`src/rtl/zxuno_regbus_ctrl_if.sv`:
```
// CPU-side and peripheral-side signals of the ZX-UNO register bus sequencer.
// The master modport is the bus environment (CPU and peripherals); the slave modport is the controller.
interface zxuno_regbus_ctrl_if #(
    parameter int NPERIPH = 8
);
    logic [15:0]            a;
    logic                   iorq_n;
    logic                   rd_n;
    logic                   wr_n;
    logic [7:0]             din;
    logic [8*NPERIPH-1:0]   periph_dout;
    logic [NPERIPH-1:0]     periph_oe_n;
    logic [7:0]             zxuno_addr;
    logic                   regaddr_changed;
    logic                   zxuno_regrd;
    logic                   zxuno_regwr;
    logic [7:0]             zxuno_wdata;
    logic [7:0]             dout;
    logic                   oe_n;
    logic                   bus_conflict;

    modport master (
        output a, iorq_n, rd_n, wr_n, din, periph_dout, periph_oe_n,
        input  zxuno_addr, regaddr_changed, zxuno_regrd, zxuno_regwr, zxuno_wdata,
               dout, oe_n, bus_conflict
    );

    modport slave (
        input  a, iorq_n, rd_n, wr_n, din, periph_dout, periph_oe_n,
        output zxuno_addr, regaddr_changed, zxuno_regrd, zxuno_regwr, zxuno_wdata,
               dout, oe_n, bus_conflict
    );
endinterface

```
`src/rtl/zxuno_regbus_ctrl.sv`:
```
// ZX-UNO register bus sequencer and peripheral read arbiter (lowest index wins).
// Optional sticky multi-driver detection is built when ZXUNO_REGBUS_CONFLICT_EN is defined.
module zxuno_regbus_ctrl #(
    parameter int          NPERIPH   = 8,
    parameter logic [15:0] ADDR_PORT = 16'hFC3B,
    parameter logic [15:0] DATA_PORT = 16'hFD3B
) (
    input  logic            clk,
    input  logic            rst_n,
    zxuno_regbus_ctrl_if.slave bus
);

    typedef enum logic [1:0] {
        IDLE    = 2'd0,
        RD_ADDR = 2'd1,
        RD_DATA = 2'd2,
        HOLD    = 2'd3
    } state_t;

    state_t     state_reg, state_next;
    logic       access_rd, access_wr, hit_addr, hit_data;
    logic       active, active_reg, start;
    logic [7:0] addr_reg, addr_next;
    logic [7:0] wdata_reg, wdata_next;
    logic [7:0] dout_reg, dout_next;
    logic       chg_reg, chg_next;
    logic       wr_reg, wr_next;
    logic       regrd_reg, regrd_next;
    logic       oe_n_reg, oe_n_next;
    logic [7:0] arb_data;
    logic [7:0] pdat [NPERIPH];

    assign access_rd = !bus.iorq_n && !bus.rd_n && bus.wr_n;
    assign access_wr = !bus.iorq_n && !bus.wr_n && bus.rd_n;
    assign hit_addr  = (bus.a == ADDR_PORT);
    assign hit_data  = (bus.a == DATA_PORT);
    assign active    = (access_rd || access_wr) && (hit_addr || hit_data);
    assign start     = active && !active_reg;

    for (genvar gi = 0; gi < NPERIPH; gi++) begin : g_unpack
        assign pdat[gi] = bus.periph_dout[8*gi +: 8];
    end

    // Scan from the top down so the lowest responding index is the last to assign.
    always_comb begin
        arb_data = 8'hFF;
        for (int k = NPERIPH - 1; k >= 0; k--) begin
            if (!bus.periph_oe_n[k]) begin
                arb_data = pdat[k];
            end
        end
    end

    // The edge detector resets to "active" so a strobe already low when reset
    // is released never counts as a fresh start.
    always_ff @(posedge clk or negedge rst_n) begin
        if (!rst_n) begin
            state_reg  <= IDLE;
            active_reg <= 1'b1;
            addr_reg   <= 8'h00;
            wdata_reg  <= 8'h00;
            dout_reg   <= 8'hFF;
            chg_reg    <= 1'b0;
            wr_reg     <= 1'b0;
            regrd_reg  <= 1'b0;
            oe_n_reg   <= 1'b1;
        end else begin
            state_reg  <= state_next;
            active_reg <= active;
            addr_reg   <= addr_next;
            wdata_reg  <= wdata_next;
            dout_reg   <= dout_next;
            chg_reg    <= chg_next;
            wr_reg     <= wr_next;
            regrd_reg  <= regrd_next;
            oe_n_reg   <= oe_n_next;
        end
    end

    always_comb begin
        state_next = state_reg;
        addr_next  = addr_reg;
        wdata_next = wdata_reg;
        dout_next  = dout_reg;
        chg_next   = 1'b0;
        wr_next    = 1'b0;
        case (state_reg)
            IDLE: begin
                if (start) begin
                    if (access_wr) begin
                        state_next = HOLD;
                        if (hit_addr) begin
                            addr_next = bus.din;
                            chg_next  = 1'b1;
                        end else begin
                            wdata_next = bus.din;
                            wr_next    = 1'b1;
                        end
                    end else if (hit_addr) begin
                        state_next = RD_ADDR;
                        dout_next  = addr_reg;
                    end else begin
                        state_next = RD_DATA;
                    end
                end
            end
            RD_ADDR: begin
                if (!active) state_next = IDLE;
            end
            RD_DATA: begin
                dout_next = arb_data;
                if (!active) state_next = IDLE;
            end
            HOLD: begin
                if (!active) state_next = IDLE;
            end
            default: state_next = IDLE;
        endcase
        regrd_next = (state_next == RD_DATA);
        oe_n_next  = !((state_next == RD_ADDR) || (state_next == RD_DATA));
    end

    assign bus.zxuno_addr      = addr_reg;
    assign bus.zxuno_wdata     = wdata_reg;
    assign bus.dout            = dout_reg;
    assign bus.regaddr_changed = chg_reg;
    assign bus.zxuno_regwr     = wr_reg;
    assign bus.zxuno_regrd     = regrd_reg;
    assign bus.oe_n            = oe_n_reg;

`ifdef ZXUNO_REGBUS_CONFLICT_EN
    logic conflict_reg;
    logic multi_drive;

    assign multi_drive = ($countones(~bus.periph_oe_n) > 1);

    always_ff @(posedge clk or negedge rst_n) begin
        if (!rst_n) begin
            conflict_reg <= 1'b0;
        end else if (state_reg == RD_DATA && multi_drive) begin
            conflict_reg <= 1'b1;
        end
    end

    assign bus.bus_conflict = conflict_reg;
`else
    assign bus.bus_conflict = 1'b0;
`endif

endmodule
```
`src/flat_wrapper.sv`:
```
// flat-port wrapper written by rule: the top's interface ports become plain ports
module zxuno_regbus_ctrl_flat 
#(
    parameter int          NPERIPH   = 8,
    parameter logic [15:0] ADDR_PORT = 16'hFC3B,
    parameter logic [15:0] DATA_PORT = 16'hFD3B
)
  (clk, rst_n, bus_a, bus_iorq_n, bus_rd_n, bus_wr_n, bus_din, bus_periph_dout, bus_periph_oe_n, bus_zxuno_addr, bus_regaddr_changed, bus_zxuno_regrd, bus_zxuno_regwr, bus_zxuno_wdata, bus_dout, bus_oe_n, bus_bus_conflict);
  zxuno_regbus_ctrl_if #(.NPERIPH(NPERIPH)) bus_i ();
  input  logic clk;
  input  logic rst_n;
  input wire logic [$bits(bus_i.a)-1:0] bus_a;
  input wire logic [$bits(bus_i.iorq_n)-1:0] bus_iorq_n;
  input wire logic [$bits(bus_i.rd_n)-1:0] bus_rd_n;
  input wire logic [$bits(bus_i.wr_n)-1:0] bus_wr_n;
  input wire logic [$bits(bus_i.din)-1:0] bus_din;
  input wire logic [$bits(bus_i.periph_dout)-1:0] bus_periph_dout;
  input wire logic [$bits(bus_i.periph_oe_n)-1:0] bus_periph_oe_n;
  output wire logic [$bits(bus_i.zxuno_addr)-1:0] bus_zxuno_addr;
  output wire logic [$bits(bus_i.regaddr_changed)-1:0] bus_regaddr_changed;
  output wire logic [$bits(bus_i.zxuno_regrd)-1:0] bus_zxuno_regrd;
  output wire logic [$bits(bus_i.zxuno_regwr)-1:0] bus_zxuno_regwr;
  output wire logic [$bits(bus_i.zxuno_wdata)-1:0] bus_zxuno_wdata;
  output wire logic [$bits(bus_i.dout)-1:0] bus_dout;
  output wire logic [$bits(bus_i.oe_n)-1:0] bus_oe_n;
  output wire logic [$bits(bus_i.bus_conflict)-1:0] bus_bus_conflict;
  assign bus_i.a = bus_a;
  assign bus_i.iorq_n = bus_iorq_n;
  assign bus_i.rd_n = bus_rd_n;
  assign bus_i.wr_n = bus_wr_n;
  assign bus_i.din = bus_din;
  assign bus_i.periph_dout = bus_periph_dout;
  assign bus_i.periph_oe_n = bus_periph_oe_n;
  assign bus_zxuno_addr = bus_i.zxuno_addr;
  assign bus_regaddr_changed = bus_i.regaddr_changed;
  assign bus_zxuno_regrd = bus_i.zxuno_regrd;
  assign bus_zxuno_regwr = bus_i.zxuno_regwr;
  assign bus_zxuno_wdata = bus_i.zxuno_wdata;
  assign bus_dout = bus_i.dout;
  assign bus_oe_n = bus_i.oe_n;
  assign bus_bus_conflict = bus_i.bus_conflict;
  zxuno_regbus_ctrl #(.NPERIPH(NPERIPH), .ADDR_PORT(ADDR_PORT), .DATA_PORT(DATA_PORT)) u_core (.clk(clk), .rst_n(rst_n), .bus(bus_i));
endmodule
```
`config.mk`:
```
export PLATFORM = sky130hd
export DESIGN_NAME = zxuno_regbus_ctrl_flat
export DESIGN_NICKNAME = d
export VERILOG_FILES = /design/src/rtl/zxuno_regbus_ctrl_if.sv /design/src/rtl/zxuno_regbus_ctrl.sv /design/src/flat_wrapper.sv
export SDC_FILE = /design/constraint.sdc
export NUM_CORES = 1
export LEC_CHECK = 0
export BUFFER_PORTS_ARGS = -buffer_cell sky130_fd_sc_hd__buf_2
export CORE_UTILIZATION = 40
export CTS_CLUSTER_SIZE = 24
export DETAILED_ROUTE_END_ITERATION = 6
export PLACE_DENSITY = 0.88
export SLEW_MARGIN = 20
export SYNTH_ARGS = -nofsm -noshare
export SYNTH_HDL_FRONTEND = slang
export SYNTH_SLANG_ARGS = --single-unit
```
`constraint.sdc`:
```
create_clock -name clk -period 5.2 [get_ports clk]
set_input_delay 1.04 -clock clk [delete_from_list [all_inputs] [get_ports clk]]
set_output_delay 1.04 -clock clk [all_outputs]
set_load 0.05 [all_outputs]
```
==> impl_metrics.ini <==
[status]
outcome = finished, violations left
failed_checks = design-rule violations

[sta]
maxSlewViolCount = 0
period_needed_ps = 3260
finalClockSkew_ps = 5.83
finalSetupViolCount = 0
grt_setup_unrepaired = false
min_period_over_period = 0.628
fmax_mhz = 306
relSlewSlack = 0.549
tightest_slew_ps = 676
hold_viol_final = 0
tns_ps = 0

[placed_design]
port_buffers = 128
dp_hpwl_mm = 4.73
dpl_cell_area_sq_um = 2530
place_congestion = 0.868

[routing]
dr.pass1.iters = 7
drtIter0Drc = 114
dr_wl_met2_mm = 2.95
via_per_inst = 5.76
wl_per_cell_microns = 17.0
num_vias = 2005
wl_met1_mm = 2.42
top_layer = met4
detail-route-antenna-nets = 0
routed_wl_mm = 5.92
dr_wl_met3_microns = 515
drc_errors = 13

[final_layout]
final_nets = 397
syn_to_final_growth_pct = 37.3
num-fill-cells = 409
layout-drive-gt1-share = 0.571
antennaDiodeCount = 0
design_area_sq_um = 2610
utilization = 0.584

[synthesis]
synth_area_leaders = dfrtp_1, dfstp_2, o221ai_1
synth_edf_count = 0
yosys-top-cells-count = o221ai_1, dfrtp_1, mux2_2
synth_fp_nets = 277
synth_cells = 175
ys_types = 35
ys.flop_type = dfrtp_1
async_reset_ff_frac = 1.00
synth_top_area_share = 0.276
synth_largest_area_cell = dfrtp_1
syn_avg_cell_area_sq_um = 10.9
seq_area_frac_synth = 0.414
ys_ff_latch = 31
yosysMostFrequentCell = o221ai_1
ys_warn_count = 0
syn_area_sq_um = 1900

[die]
pin_count = 130
coreArea_sq_um = 4470
die_area_sq_um = 5040
die_w_microns = 71.0
row_count = 24
initial_core_util = 0.425
dieHeight_microns = 71.0

[clocking]
cts_sinks = 31
cts_made_buffers = 5
holdBufCountCts = 0
root_buffer = clkbuf_8
cts_setup_buffers = 0
htree_levels = 2
cts_tree = built
ctsResizeCount = 0
clock_latency_ps = 270
clk_transition_reported_paths_ps = 70
clock_path_buffers = 2

[critical_path]
cp.arrival_ps = 3420
cp-start-kind = input port
path_class = input port to flip-flop
critPathMaxFanout = 8
critPathRequiredTime_ps = 5360
end_kind = flip-flop

[global_route]
grt_pass1_wl_mm = 9.25
grt_pass1_vias = 1895
grt_max_degree = 32
grt.overflow.total = 0
grt_antenna_before_repair = 0
grt_use_total = 0.237

[pwr]
p_per_area_nw_per_um2 = 190
power.leakage_nw = 1.31
max-vdd-ir-drop_v = 0.000171
power.total_w = 0.000497

[job]
maxCapViolations = 0

[min_path]
hold_path_class = flip-flop to flip-flop
==> cells by family after synthesis <==
| family | synth area share |
|---|---|
| flip-flops | 0.414 |
| other | 0.00197 |
| AND/OR/NAND/NOR | 0.137 |
| multiplexers | 0.152 |
| buffers and inverters | 0.0480 |
| adder cells (fa/ha/maj) | 0.00657 |
| AO/OA/AOI/OAI | 0.241 |
==> placed cells by master (no fill, tap or decap), types with 2 or more instances in the layout <==
| master | n |
|---|---|
| nor2_1 | 3 |
| buf_2 | 128 |
| clkbuf_8 | 5 |
| a2111oi_0 | 8 |
| o221ai_1 | 23 |
| mux2_4 | 8 |
| nand4b_1 | 3 |
| a222oi_1 | 7 |
| dfstp_2 | 10 |
| dfrtp_1 | 21 |
| o21ai_0 | 3 |
| nor2b_1 | 11 |
| nand2b_1 | 7 |
| a21oi_1 | 11 |
| o21a_1 | 3 |
| nand2_1 | 9 |
| inv_1 | 3 |
| mux2_2 | 15 |
| nor4_1 | 2 |
==> per-layer routing <==
metal  up-vias  GRT usage
met1       949      0.299
met2       110      0.413
met5         -          0
met3         4     0.0584
met4         0     0.0489
li1        942          -
==> worst max-delay path, stage by stage <==
cell       delay [ps]
buf_2              90
or4b_1            500
or4_1             670
nand4bb_1         640
mux2_4            480
==> power breakdown <==
group	total, W	internal [W]	switching, W
logic	0.0000742	0.0000358	0.0000384
registers	0.000242	0.000242	0.0000000254
clock network	0.000181	0.0000934	0.0000877
total	0.000497	0.000371	0.000126
==> cell type report <==
type	instances	area (sq um)	area share
Multi-Input combinational cell	126	1020	0.392
Timing Repair Buffer	128	641	0.245
Tap cell	52	65.1	0.0249
Clock buffer	6	72.6	0.0278
Inverter	3	11.3	0.00431
Clock inverter	2	12.5	0.00479
Sequential cell	31	788	0.302
==> per-stage QoR <==
step           worst slack (ps)  std cells  hold WS [ps]
3_5_place_dp               1640        340           491
6_report                   1940        348           516
2_1_floorplan              2190        175           523
4_1_cts                    1930        348           518
5_1_grt                    1750        348           538
3_3_place_gp               1660        340           495
==> final timing paths <==
check	from	cells past startpoint	slack (ps)	to
min	u_core.bus.zxuno_wdata[6]$_DFFE_PN0P_	1	520	u_core.bus.zxuno_wdata[6]$_DFFE_PN0P_
min in group asynchronous	rst_n	1	800	u_core.bus.zxuno_regrd$_DFF_PN0_
max reg2reg	u_core.state_reg[0]$_DFF_PN0_	4	2990	u_core.bus.dout[7]$_DFFE_PN1P_
max in group asynchronous	rst_n	1	3960	u_core.bus.zxuno_regwr$_DFF_PN0_
max	bus_a[7]	5	1940	u_core.bus.zxuno_wdata[3]$_DFFE_PN0P_
min reg2reg	u_core.bus.zxuno_wdata[6]$_DFFE_PN0P_	1	520	u_core.bus.zxuno_wdata[6]$_DFFE_PN0P_
Power figures use the tool's default switching activity.
